$ cat config.mk
export PLATFORM = sky130hd
export DESIGN_NAME = conv_job_sched
export DESIGN_NICKNAME = d
export VERILOG_FILES = /design/src/rtl/conv_job_sched.sv
export SDC_FILE = /design/constraint.sdc
export NUM_CORES = 1
export LEC_CHECK = 0
export BUFFER_PORTS_ARGS = -buffer_cell sky130_fd_sc_hd__buf_2
export CELL_PAD_IN_SITES_DETAIL_PLACEMENT = 2
export CELL_PAD_IN_SITES_GLOBAL_PLACEMENT = 2
export CORE_UTILIZATION = 41
export DETAILED_ROUTE_END_ITERATION = 10
export GPL_TIMING_DRIVEN = 0
export PLACE_DENSITY_LB_ADDON = 0.12
export SETUP_SLACK_MARGIN = 0.05
export SYNTH_ARGS = -nofsm -noshare
export SYNTH_HDL_FRONTEND = slang
export SYNTH_SLANG_ARGS = --single-unit
$ cat constraint.sdc
create_clock -name clk -period 3.8 [get_ports clk]
set_input_delay 0.76 -clock clk [delete_from_list [all_inputs] [get_ports clk]]
set_output_delay 0.76 -clock clk [all_outputs]
set_load 0.02 [all_outputs]
$ cat src/rtl/conv_job_sched.sv
// Job queue and sequencer in front of ren_conv: buffers layer descriptors, programs cfg,
// pulses start, waits for done with a watchdog, and emits one completion record per job.
module conv_job_sched #(
   parameter  int DEPTH   = 4,
   parameter  int TAG_W   = 4,
   parameter  int TIMEOUT = 4096,
   localparam int CFG_W   = 35,
   localparam int DESC_W  = CFG_W + TAG_W,
   localparam int CNT_W   = $clog2(DEPTH) + 1
) (
   input  logic              clk,
   input  logic              reset,
   input  logic              desc_valid,
   output logic              desc_ready,
   input  logic [DESC_W-1:0] desc_data,
   input  logic              abort,
   output logic [CFG_W-1:0]  cfg,
   output logic              conv_start,
   output logic              conv_soft_reset,
   input  logic              conv_done,
   input  logic              conv_ovf,
   output logic              cmp_valid,
   input  logic              cmp_ready,
   output logic [TAG_W-1:0]  cmp_tag,
   output logic [1:0]        cmp_status,
   output logic [CNT_W-1:0]  q_count,
   output logic              busy
);

   localparam int AW   = $clog2(DEPTH);
   localparam int WD_W = $clog2(TIMEOUT + 1);

   typedef enum logic [2:0] {IDLE, LOAD, START, ARM, RUN, KILL, CMP} state_t;

   logic [DESC_W-1:0] r_mem [DEPTH];
   logic [AW:0]       r_wr;
   logic [AW:0]       r_rd;
   logic              w_full;
   logic              w_empty;
   logic              w_push;
   logic              w_pop;
   logic [DESC_W-1:0] w_head;

   state_t            r_state;
   logic [CFG_W-1:0]  r_cfg;
   logic [TAG_W-1:0]  r_tag;
   logic [1:0]        r_status;
   logic              r_start;
   logic              r_soft_reset;
   logic              r_cmp_valid;
   logic [WD_W-1:0]   r_wd;

   assign w_full  = (r_wr[AW] != r_rd[AW]) && (r_wr[AW-1:0] == r_rd[AW-1:0]);
   assign w_empty = (r_wr == r_rd);
   assign w_head  = r_mem[r_rd[AW-1:0]];

   // abort forces ready low so a same-cycle push cannot survive the flush
   assign desc_ready = ~reset & ~w_full & ~abort;
   assign w_push     = desc_valid & desc_ready;
   assign w_pop      = (r_state == IDLE) & ~w_empty & ~abort;

   always_ff @(posedge clk) begin
      if (w_push)
         r_mem[r_wr[AW-1:0]] <= desc_data;
   end

   always_ff @(posedge clk) begin
      if (reset) begin
         r_wr <= '0;
         r_rd <= '0;
      end else begin
         if (w_push)
            r_wr <= r_wr + 1'b1;
         if (abort)
            r_rd <= r_wr;
         else if (w_pop)
            r_rd <= r_rd + 1'b1;
      end
   end

   always_ff @(posedge clk) begin
      if (reset) begin
         r_state      <= IDLE;
         r_cfg        <= '0;
         r_tag        <= '0;
         r_status     <= '0;
         r_start      <= 1'b0;
         r_soft_reset <= 1'b0;
         r_cmp_valid  <= 1'b0;
         r_wd         <= '0;
      end else begin
         r_start      <= 1'b0;
         r_soft_reset <= 1'b0;
         // Pulse outputs are set on entry to their state so they are high exactly there
         case (r_state)
            IDLE: begin
               if (w_pop) begin
                  r_cfg   <= w_head[CFG_W-1:0];
                  r_tag   <= w_head[DESC_W-1:CFG_W];
                  r_state <= LOAD;
               end
            end
            LOAD, START, ARM: begin
               if (r_state == START)
                  r_wd <= '0;
               if (abort) begin
                  r_status     <= 2'b11;
                  r_soft_reset <= 1'b1;
                  r_state      <= KILL;
               end else if (r_state == LOAD) begin
                  r_start <= 1'b1;
                  r_state <= START;
               end else if (r_state == START) begin
                  r_state <= ARM;
               end else begin
                  r_state <= RUN;
               end
            end
            RUN: begin
               r_wd <= r_wd + 1'b1;
               if (abort) begin
                  r_status     <= 2'b11;
                  r_soft_reset <= 1'b1;
                  r_state      <= KILL;
               end else if (conv_done) begin
                  r_status    <= conv_ovf ? 2'b01 : 2'b00;
                  r_cmp_valid <= 1'b1;
                  r_state     <= CMP;
               end else if (r_wd == WD_W'(TIMEOUT - 1)) begin
                  r_status     <= 2'b10;
                  r_soft_reset <= 1'b1;
                  r_state      <= KILL;
               end
            end
            KILL: begin
               r_cmp_valid <= 1'b1;
               r_state     <= CMP;
            end
            CMP: begin
               if (cmp_ready) begin
                  r_cmp_valid <= 1'b0;
                  r_state     <= IDLE;
               end
            end
            default: r_state <= IDLE;
         endcase
      end
   end

   assign cfg             = r_cfg;
   assign conv_start      = r_start;
   assign conv_soft_reset = r_soft_reset;
   assign cmp_valid       = r_cmp_valid;
   assign cmp_tag         = r_tag;
   assign cmp_status      = r_status;
   assign q_count         = r_wr - r_rd;
   assign busy            = (r_state != IDLE);

endmodule

==> flow_metrics.py, run 1 <==
metrics = {
    "global_route": {
        "grt_max_degree": 32,
        "grt_overflow": 0,
        "groute.usage.overall": 0.218,
        "grt_pass1_wl_um": 35700,
        "grt_pass1_vias": 6223,
        "grt_antenna_before_repair": 2,
    },
    "synth": {
        "synth_most_common_cell": "edfxtp_1",
        "netlist_instances": 593,
        "synth_common_cells": "edfxtp_1 (156), nand2_1 (93), dfxtp_1 (66)",
        "syn-mean-instance-area_um2": 14.6,
        "synthTopCellsByArea": "edfxtp_1 (54%), dfxtp_1 (15%), mux4_2 (10%)",
        "synth_top_area_share": 0.541,
        "ys_seq_area_frac": 0.694,
        "async_reset_ff_frac": 0,
        "synthesis.nets": 648,
        "yosysWarnings": 0,
        "synth_edf_count": 156,
        "synth_top_cell_by_area": "edfxtp_1",
        "ys_types": 50,
        "syn_area_um2": 8660,
        "synth_ff_type": "edfxtp_1",
        "synth-seq-cells": 222,
    },
    "timing": {
        "fmax_mhz": 295,
        "fin_crit_ps": 3390,
        "finalHoldViolations": 0,
        "setup-violations-final": 0,
        "whs_ps": 424,
        "relSlewSlack": 0.517,
        "tns_ps": 0,
        "slew_violations": 0,
        "rsz0062_at_grt": "false",
        "max_slew.worst_pin.slew_ps": 725,
        "period_share": 0.891,
        "fin_worst_skew_ps": 21.2,
    },
    "finish": {
        "fin_nets": 773,
        "final_util": 0.503,
        "drive_gt1_frac": 0.264,
        "diodes": 0,
        "finalInstanceArea_um2": 10300,
        "syn2layout_area_growth_pct": 19.1,
    },
    "detailed_routing": {
        "viasPerCell": 5.46,
        "drcViolationCount": 0,
        "route.met3.wl_um": 888,
        "wl_per_cell_um": 22.5,
        "wl_um": 22600,
        "top_layer": "met5",
        "drt-initial-drc-count": 266,
        "via_count": 5485,
        "met2WireLength_um": 11700,
        "ant_nets": 0,
        "wl_met1_um": 9380,
        "first_pass_iters": 6,
    },
    "critical_path": {
        "crit_type": "flop to output port",
        "critical_path_required_ps": 3040,
        "endpoint_kind": "output port",
        "startpoint_type": "flop",
        "path_max_fanout": 10,
        "arrival_ps": 2630,
    },
    "min_path": {
        "hp-class": "primary input to flop",
    },
    "floorplan": {
        "floorplan.io_pins": 95,
        "fp.dieW_um": 147,
        "dieArea_um2": 21700,
        "core_area_um2": 20500,
        "start_util": 0.422,
        "chipHeight_um": 147,
        "rows": 52,
    },
    "clock_tree": {
        "clock_path_buffers": 3,
        "ctsRootBufferMaster": "clkbuf_16",
        "cts_sinks": 222,
        "clk_pin_slew_ps": 60,
        "clkLatencyLatePin_ps": 540,
        "numCtsBuffers": 25,
        "ctsHtreeMaxLevel": 1,
        "post-cts-setup-buffer-count": 0,
        "cts_tree": "yes",
    },
    "placement": {
        "port_buffers": 94,
        "gp_congestion": 0.783,
        "placed_area_um2": 9550,
        "dpl.hpwl_um": 14500,
    },
    "job": {
        "maxCapViolations": 0,
    },
    "outcome": {
        "status": "completed",
    },
    "power": {
        "power_density_nw_per_um2": 607,
        "leakagePower_uw": 0.00356,
        "ir_worst_vdd_mv": 0.498,
        "power_uw": 6260,
    },
}
-- worst paths after layout --
| check | start | to | slack [ps] | cells after the start |
|---|---|---|---|---|
| max reg2reg | r_rd[1] | r_mem[2][34] | 430 | 8 |
| max | r_rd[1] | desc_ready | 410 | 7 |
| min | desc_data[17] | r_mem[1][17] | 420 | 1 |
| min reg2reg | cfg[27] | cfg[27] | 450 | 2 |
-- critical path: stages, from the launching register on --
cell	delay, ps
dfxtp_1	340
clkbuf_1	230
clkbuf_2	360
inv_1	130
ha_1	310
and2_1	250
a211oi_1	270
buf_2	200
-- kinds of logic (layout without fill, tap and decap cells) --
kind of cell               Yosys count  after routing  share of synthesized area
DFF                                222            222                      0.694
xor gates and xnor gates             7              7                    0.00795
muxes                               40             40                      0.103
adders and majority gates            9              9                     0.0139
AOI/OAI and AO/OA                  100            100                     0.0695
and+or+nand+nor                    167            167                     0.0880
buffers and inverters               48            190                     0.0243
-- where the power goes --
part	internal (µW)	switching (µW)
logic	411	798
registers	2710	76.6
clock network	1280	977
-- what timing repair did --
action,4_1_cts,5_1_grt
hold buffers,0,0
endpoints found under the setup margin,21,0
gates resized for setup,2,0
-- metal layers --
metal  up-vias  track usage
met4         4       0.0588
met5         -            0
li1       2481            -
met3        49       0.0394
met2       115        0.392
met1      2836        0.268
-- layout by cell type (no fill, tap or decap), types with 3 or more instances in the layout --
cell type and instances:
xnor2_1 5, clkinvlp_4 3, a21oi_1 56, and2_1 4
dfxtp_1 66, clkinv_2 4, mux4_2 39, nand2_1 93
or3_1 3, ha_1 8, a211oi_1 5, buf_12 4
clkbuf_16 25, o21ai_0 15, a311oi_1 6, inv_1 12
nor2_1 19, edfxtp_1 156, clkinv_1 3, nor4_1 5
nand4_1 4, a31oi_1 3, nor2b_1 3, clkbuf_1 26
nand3_1 8, and2_2 3, nor3_1 8, buf_2 106
nand3b_1 4
-- flip-flops by register name, indices dropped and copies added (netlist names) --
register and cells:
cfg 35, cmp_status 2, cmp_tag 4, cmp_valid 1, conv_soft_reset 1, conv_start 1
r_mem 156, r_rd 3, r_state 3, r_wd 13, r_wr 3
-- metrics by stage --
| stage | cells | setup WS (ps) |
|---|---|---|
| after floorplan | 593 | 438 |
| after global routing | 1005 | 151 |
| after global placement | 957 | -938 |
| after detailed placement | 961 | -88.2 |
| after CTS | 1005 | 328 |
| final | 1005 | 414 |
-- final cells by class --
cell class                 instances  area (µm²)
fill                            1903       10200
multi-input combinational        323        2450
inverter                          12        45.0
clock buffer                      32         652
tap                              270         338
sequential                       222        6010
timing repair buffer              98         551
clock inverter                    12         104
buffer                            36         166
(Power assumes the default switching activity.)
==> run 2, diff against run 1 <==
- CELL_PAD_IN_SITES_DETAIL_PLACEMENT: 2 -> unset
- CELL_PAD_IN_SITES_GLOBAL_PLACEMENT: 2 -> unset
- CORE_UTILIZATION: 41 -> 45
==> flow_metrics.py, run 2 (same netlist as run 1, synthesis figures left out) <==
metrics = {
    "outcome": {
        "status": "completed",
    },
    "critical_path": {
        "critical_path_required_ps": 3040,
        "slowest_delay_ps": 440,
        "arrival_ps": 2780,
        "crit_type": "flop to output port",
        "endpoint_kind": "output port",
        "startpoint_type": "flop",
        "path_cells": "clkbuf_1 -> clkbuf_2 -> inv_1 -> ha_1 -> and2_1 -> a211oi_1 -> buf_2",
        "cpMaxStageDelayCell": "a211oi_1",
        "path_max_fanout": 10,
    },
    "finish": {
        "drive_gt1_frac": 0.261,
        "layout_commonest_cell": "edfxtp_1",
        "mostFrequentLayoutCells": "edfxtp_1 (156), buf_2 (106), nand2_1 (93)",
        "diodes": 0,
        "register_area_um2": 6010,
        "fin_nets": 772,
        "finalInstanceArea_um2": 10300,
        "largest_reg_flops": 156,
        "fillers": 1579,
        "syn2layout_area_growth_pct": 18.6,
        "multi_input_area_um2": 2450,
        "fin_cells": 969,
    },
    "job": {
        "maxCapViolations": 0,
    },
    "power": {
        "power_frac_seq": 0.451,
        "power_density_nw_per_um2": 600,
        "ir_worst_vdd_mv": 0.387,
        "combPwrFrac": 0.190,
        "switchingPower_uw": 1720,
        "power_uw": 6160,
        "internal-power_uw": 4440,
        "leakagePower_uw": 0.00357,
        "swShare": 0.279,
        "power.share.clock": 0.359,
    },
    "detailed_routing": {
        "drcViolationCount": 0,
        "wl_um": 18200,
        "drt-initial-drc-count": 256,
        "wl_per_cell_um": 18.8,
        "viasPerCell": 5.47,
        "ant_nets": 0,
        "first_pass_iters": 5,
        "via_count": 5305,
    },
    "global_route": {
        "grt_pass1_vias": 5319,
        "groute.usage.overall": 0.190,
        "grt_overflow": 0,
        "grt_max_degree": 32,
        "grt_pass1_wl_um": 28800,
        "grt_antenna_before_repair": 0,
    },
    "timing": {
        "fin_worst_skew_ps": 16.6,
        "period_share": 0.931,
        "whs_ps": 449,
        "setup-violations-final": 0,
        "fin_crit_ps": 3540,
        "relSlewSlack": 0.507,
        "rsz0062_at_grt": "false",
        "worst_slack_ps": 260,
        "max_slew.worst_pin.slew_ps": 739,
        "fmax_mhz": 283,
        "finalHoldViolations": 0,
        "slew_violations": 0,
    },
    "placement": {
        "dpl.hpwl_um": 11800,
        "dp_slack_ps": 23.5,
        "placed_cells": 925,
        "placed_area_um2": 9510,
        "port_buffers": 94,
        "gp_congestion": 0.908,
    },
    "floorplan": {
        "chipHeight_um": 141,
        "start_util": 0.461,
        "dieArea_um2": 19800,
        "floorplan.io_pins": 95,
        "rows": 50,
        "fp.dieW_um": 141,
        "core_area_um2": 18800,
    },
    "clock_tree": {
        "ctsRootBufferMaster": "clkbuf_16",
        "cts_tree": "yes",
        "post-cts-setup-buffer-count": 0,
        "ctsHoldBuffers": 0,
        "numCtsBuffers": 24,
        "cts_resized": 1,
        "ctsHtreeMaxLevel": 1,
        "clock_path_buffers": 3,
        "clkLatencyLatePin_ps": 520,
        "cts_sinks": 222,
        "clk_pin_slew_ps": 60,
    },
    "min_path": {
        "hp-class": "flop to flop",
    },
}
[run 2: changes by cell type in the layout (fill, tap and decap cells not counted), sizes merged]
cell	previous run	this run
clkbuf	52	57
clkinv	7	6
clkinvlp	3	0
inv	13	12
[run 2: power groups by stage]
stage	Clock, µW	Sequential [µW]	Combinational (µW)
global placement	0	2830	1140
CTS	2260	2780	1180
detailed placement	0	2830	1170
floorplan	0	2920	697
finish	2210	2780	1170
global route	2350	2790	1280
[run 2: metal layers]
| metal | global-route usage | share of wire | vias to the layer above |
|---|---|---|---|
| li1 | - | - | 2484 |
| met1 | 0.252 | 0.43 | 2625 |
| met2 | 0.320 | 0.48 | 164 |
| met3 | 0.0333 | 0.057 | 32 |
| met4 | 0.0629 | 0.030 | 0 |
| met5 | 0 | 0 | - |
[run 2: worst paths after layout]
kind            from           end  slack (ps)  depth (start not counted)
max          r_rd[1]    desc_ready         260                          7
min           cfg[6]        cfg[6]         450                          2
max reg2reg  r_rd[1]  r_mem[0][15]         340                          8
min reg2reg   cfg[6]        cfg[6]         450                          2
[run 2: through the flow]
stage | util | setup TNS (ps)
3_5_place_dp | 0.507 | 0
2_1_floorplan | - | 0
6_report | 0.547 | 0
5_1_grt | 0.547 | 0
4_1_cts | 0.547 | 0
3_3_place_gp | 0.502 | -147500
[run 2: worst max-delay path: cells and delay by family, from the launching register on]
family | cells | cell delay (ps)
compound gates | 1 | 440
flops | 1 | 330
simple gates | 1 | 210
buf+inv | 4 | 980
fa+ha+maj | 1 | 300
[run 2: final cells by class]
| type | instances | share of cell area |
|---|---|---|
| Sequential cell | 222 | 0.585 |
| Multi-Input combinational cell | 323 | 0.238 |
| Clock buffer | 37 | 0.0673 |
| Timing Repair Buffer | 98 | 0.0536 |
| Tap cell | 234 | 0.0285 |
| Buffer | 36 | 0.0162 |
| Clock inverter | 7 | 0.00670 |
| Inverter | 12 | 0.00439 |
